## src/rtl/shift_reg_universal.sv

```systemverilog
// WIDTH-bit universal register: shift, rotate, arithmetic shift, load and clear,
// with complementary outputs and a saturating count of shifts since the last load.
module shift_reg_universal #(
  parameter int               WIDTH     = 8,
  parameter logic [WIDTH-1:0] RESET_VAL = '0,
  parameter int               CNT_W     = $clog2(WIDTH + 1)
) (
  input  logic             clock,
  input  logic             reset_n,
  input  logic             en,
  input  logic [2:0]       mode,
  input  logic [WIDTH-1:0] d_in,
  input  logic             sin_msb,
  input  logic             sin_lsb,
  output logic [WIDTH-1:0] q_out,
  output logic [WIDTH-1:0] qb_out,
  output logic             sout_lsb,
  output logic             sout_msb,
  output logic [CNT_W-1:0] shift_cnt,
  output logic             drained
);

  typedef enum logic [2:0] {
    MODE_HOLD  = 3'b000,
    MODE_SHR   = 3'b001,
    MODE_SHL   = 3'b010,
    MODE_ROR   = 3'b011,
    MODE_ROL   = 3'b100,
    MODE_LOAD  = 3'b101,
    MODE_ASR   = 3'b110,
    MODE_CLEAR = 3'b111
  } modeT;

  localparam logic [CNT_W-1:0] CNT_MAX = CNT_W'(WIDTH);

  logic [WIDTH-1:0] r_q;
  logic [WIDTH-1:0] r_qb;
  logic [CNT_W-1:0] r_cnt;
  logic             r_drained;

  logic [WIDTH-1:0] w_qNext;
  logic [CNT_W-1:0] w_cntNext;
  logic             w_isShift;
  modeT             w_mode;

  assign w_mode = modeT'(mode);

  always_comb begin
    w_qNext   = r_q;
    w_cntNext = r_cnt;
    w_isShift = 1'b0;
    case (w_mode)
      MODE_HOLD:  w_qNext = r_q;
      MODE_SHR: begin
        w_qNext   = {sin_msb, r_q[WIDTH-1:1]};
        w_isShift = 1'b1;
      end
      MODE_SHL: begin
        w_qNext   = {r_q[WIDTH-2:0], sin_lsb};
        w_isShift = 1'b1;
      end
      MODE_ROR: begin
        w_qNext   = {r_q[0], r_q[WIDTH-1:1]};
        w_isShift = 1'b1;
      end
      MODE_ROL: begin
        w_qNext   = {r_q[WIDTH-2:0], r_q[WIDTH-1]};
        w_isShift = 1'b1;
      end
      MODE_LOAD: begin
        w_qNext   = d_in;
        w_cntNext = '0;
      end
      MODE_ASR: begin
        w_qNext   = {r_q[WIDTH-1], r_q[WIDTH-1:1]};
        w_isShift = 1'b1;
      end
      MODE_CLEAR: begin
        w_qNext   = '0;
        w_cntNext = '0;
      end
      default: w_qNext = r_q;
    endcase
    // Count saturates at WIDTH so a long idle shift never wraps back to "not drained".
    if (w_isShift && (r_cnt != CNT_MAX)) begin
      w_cntNext = r_cnt + 1'b1;
    end
  end

  always_ff @(posedge clock) begin
    if (!reset_n) begin
      r_q       <= RESET_VAL;
      r_qb      <= ~RESET_VAL;
      r_cnt     <= '0;
      r_drained <= 1'b0;
    end else if (en) begin
      r_q       <= w_qNext;
      r_qb      <= ~w_qNext;
      r_cnt     <= w_cntNext;
      r_drained <= (w_cntNext == CNT_MAX);
    end
  end

  assign q_out     = r_q;
  assign qb_out    = r_qb;
  assign sout_lsb  = r_q[0];
  assign sout_msb  = r_q[WIDTH-1];
  assign shift_cnt = r_cnt;
  assign drained   = r_drained;

endmodule

```

## config.mk

```make
export PLATFORM = sky130hd
export DESIGN_NAME = shift_reg_universal
export DESIGN_NICKNAME = d
export VERILOG_FILES = /design/src/rtl/shift_reg_universal.sv
export SDC_FILE = /design/constraint.sdc
export NUM_CORES = 1
export LEC_CHECK = 0
export CORE_ASPECT_RATIO = 0.75
export CORE_MARGIN = 1.5
export CORE_UTILIZATION = 45
export DETAILED_ROUTE_END_ITERATION = 8
export PLACE_DENSITY = 0.78
export SYNTH_ARGS = -nofsm -noshare
export SYNTH_HDL_FRONTEND = slang
export SYNTH_SLANG_ARGS = --single-unit
```

## constraint.sdc

```tcl
create_clock -name clock -period 2.1 [get_ports clock]
set_clock_uncertainty 0.15 [all_clocks]
set_input_delay 0.42 -clock clock [delete_from_list [all_inputs] [get_ports clock]]
set_output_delay 0.42 -clock clock [all_outputs]
set_load 0.05 [all_outputs]
```

==> results_dict.tcl <==
set metrics [dict create \
    sw_frac_of_total_pct 34.0 \
    yosysUniqueCellTypes 42 \
    stdcell_count 224 \
    grt_max_degree 30 \
    p_seq_share_pct 47.4 \
    switchingPower_uw 318 \
    io_pins 39 \
    max_slew.worst_pin.slew_ps 506 \
    drtIter0Drc 44 \
    place_inst 220 \
    wire_per_inst_um 13.8 \
    clk_pin_slew_ps 120 \
    hpwl_mm 2.21 \
    power_frac_comb_pct 32.0 \
    diodes 0 \
    finalSetupViolations 0 \
    drt-pass1-iter-count 7 \
    drc 0 \
    area_growth_pct 36.8 \
    status "completed" \
    h-tree-depth 1 \
    hold_viol 0 \
    hp-start "drained" \
    grt-ovfl-total 0 \
    fin_area_um2 1660 \
    rows 16 \
    vias_per_cell 5.56 \
    clk_latency_ps 300 \
    critPathMaxStageDelay_ps 820 \
    via_count 1245 \
    seq_area_frac_synth_pct 34.7 \
    r2r_cells 6 \
    cts-root-buf "clkbuf_4" \
    power.internal_uw 618 \
    rr_startpoint "shift_cnt[0]" \
    min_period_ps 2060 \
    regToRegSetupSlack_ps 380 \
    fmax_mhz 485 \
    synth_nets 166 \
    max-cap-violations 0 \
    cp_data_arrival_time_ps 1490 \
    synth_area_um2 1210 \
    pwr-share-clk_pct 20.6 \
    p_leak_uw 0.000659 \
    antenna_left 0 \
    initial_core_util_pct 46.9 \
    drive_above_1_share_pct 18.1 \
    vdd_drop_max_mv 0.323 \
    cp_data_required_time_ps 1530 \
    min_period_over_period_pct 98.1 \
    crit_type "flop to primary output" \
    syn_inst 148 \
    endpoint_kind "primary output" \
    cp-start-kind "flop" \
    slew_violations 0 \
    avgSynthCellArea_um2 8.18 \
    grt_pass1_vias 1088 \
    min_delay_worst_endpoint "drained" \
    relSlewSlack_pct 66.2 \
    die_h_um 47.9 \
    synth_seq_cells 21 \
    io_buffer_count 38 \
    die_area_um2 3010 \
    r2r-end "drained" \
    gp_congestion 0.859 \
    antenna_found_initial 0 \
    crit_slowest_cell "clkdlybuf4s50_1" \
    numCtsBuffers 3 \
    die_x_um 62.9 \
    crit_path_max_fanout 2 \
    rsz0062_at_grt "false" \
    postCtsSetupBuffers 0 \
    coreArea_um2 2580 \
    cp_top_family "buffers and inverters" \
    grt_usage_pct 20.9 \
    clock_sinks 21 \
    critical_path_buf_inv_count 1 \
    clock_path_buffers 2 \
    power_density_nw_per_um2 566 \
    path_cells "clkdlybuf4s50_1" \
    hold-path-cell-count 2 \
    drt_wl_total_mm 3.09 \
    layout.nets 207 \
    cts_tree "built" \
    yosysWarnings 0 \
    grt_pass1_wl_mm 4.96 \
    min_path_type "flop to flop" \
    place_area_um2 1620 \
]
==> cell usage after synthesis, drive strengths merged <==
cell type | number | share of area, %
o21ai | 11 | 4.5
clkbuf | 8 | 2.6
o32a | 1 | 0.83
a22o | 1 | 0.72
o2111ai | 1 | 0.72
o22ai | 7 | 3.6
a32oi | 1 | 0.72
o21a | 6 | 3.7
a31oi | 1 | 0.52
or4 | 1 | 0.62
or2 | 1 | 0.52
nand2 | 6 | 1.9
or3 | 1 | 0.52
inv | 8 | 2.5
nor2 | 8 | 2.5
o221a | 1 | 0.93
nor3 | 1 | 0.41
a221oi | 1 | 0.72
xnor2 | 2 | 1.4
nor3b | 1 | 0.62
ha | 2 | 2.1
mux2i | 2 | 1.7
a2111o | 1 | 0.93
a21oi | 10 | 4.4
and2 | 1 | 0.52
nand3 | 2 | 0.83
buf | 6 | 3.3
a21bo | 1 | 0.83
dfxtp | 21 | 35
nand2b | 2 | 1.0
a21boi | 1 | 0.62
nor2b | 14 | 7.2
o221ai | 7 | 5.1
nand3b | 3 | 1.9
and3b | 2 | 1.4
o211ai | 2 | 1.2
nand4 | 3 | 1.6
==> layer usage <==
| layer | vias up | GRT usage, % | wire (um) |
|---|---|---|---|
| met2 | 34 | 35.3 | 1350 |
| met5 | - | 0 | 0 |
| met1 | 591 | 28.6 | 1570 |
| li1 | 618 | - | - |
| met3 | 2 | 5.65 | 153 |
| met4 | 0 | 1.33 | 10 |
==> area by class of cell <==
class	instances	area, um2
repair buffers	50	438
fillers	226	927
well taps	36	45.0
clock buffers	4	26.3
inverters	8	30.0
multi-input cells	105	696
flip-flops and latches	21	420
==> through the flow <==
stage | hold WS (ps) | util (%) | TNS (ps) | worst slack, ps | power, uW
after detailed placement | 328 | 62.7 | -2850 | -236 | 748
after floorplan | 554 | - | 0 | 240 | 644
after global routing | 376 | 64.1 | 0 | 0.743 | 988
final | 353 | 64.1 | 0 | 38.9 | 937
after global placement | 317 | 62.7 | -1740 | -169 | 742
after CTS | 352 | 63.7 | 0 | 38.0 | 946
==> state kept, by name (all words and copies together) (netlist names) <==
register,flops
q_out,8
shift_cnt,4
qb_out,8
drained,1
==> how the worst max path moves through the flow <==
stage | from | endpoint | slack, ps | cells after the start
finish | qb_out[1] | qb_out[1] | 40 | 1
floorplan | shift_cnt[2] | drained | 240 | 4
CTS | qb_out[1] | qb_out[1] | 40 | 1
global placement | mode[2] | qb_out[4] | -170 | 6
detailed placement | mode[2] | qb_out[4] | -240 | 6
global route | qb_out[6] | qb_out[6] | 0.7 | 1
==> cell families (layout without fill, tap and decap cells) <==
kind of cell,count (synthesis),after routing,synth area share [%]
XOR/XNOR,2,2,1.45
buffers and inverters,22,62,8.38
multiplexers,2,2,1.65
AO/OA/AOI/OAI,53,53,30.2
adder cells (fa/ha/maj),2,2,2.07
AND/OR/NAND/NOR,46,46,21.5
flip-flops,21,21,34.7
==> tightest hold or removal path: stages (launching register included) <==
cell	delay [ps]
dfxtp_1	340
nand2_1	80
a21oi_2	50
==> timing repair <==
action                                  in CTS  in global routing
gates resized for setup                      0                  2
endpoints found under the hold margin        0                  0
endpoints found under the setup margin       0                  8
hold buffers                                 0                  0
==> cell usage in the layout, fill, tap and decap left out, types with 2 or more instances in the layout <==
cell,n
buf_4,26
clkdlybuf4s50_1,23
dfxtp_1,21
nor2b_1,14
o21ai_0,11
a21oi_1,9
inv_1,8
nor2_1,8
o22ai_1,7
o221ai_1,7
nand2_1,6
o21a_1,6
nand3b_1,3
nand4_1,3
clkbuf_4,3
nand2b_1,2
o211ai_1,2
nand3_1,2
mux2i_1,2
and3b_1,2
ha_1,2
==> power groups by stage <==
stage / Combinational [uW] / Sequential, uW / Clock [uW]
after floorplan: 119 / 525 / 0
after global placement: 291 / 452 / 0
after detailed placement: 295 / 453 / 0
after CTS: 297 / 444 / 205
after global routing: 321 / 448 / 220
final: 299 / 444 / 193
No activity file was read; power rests on OpenSTA's default activity.
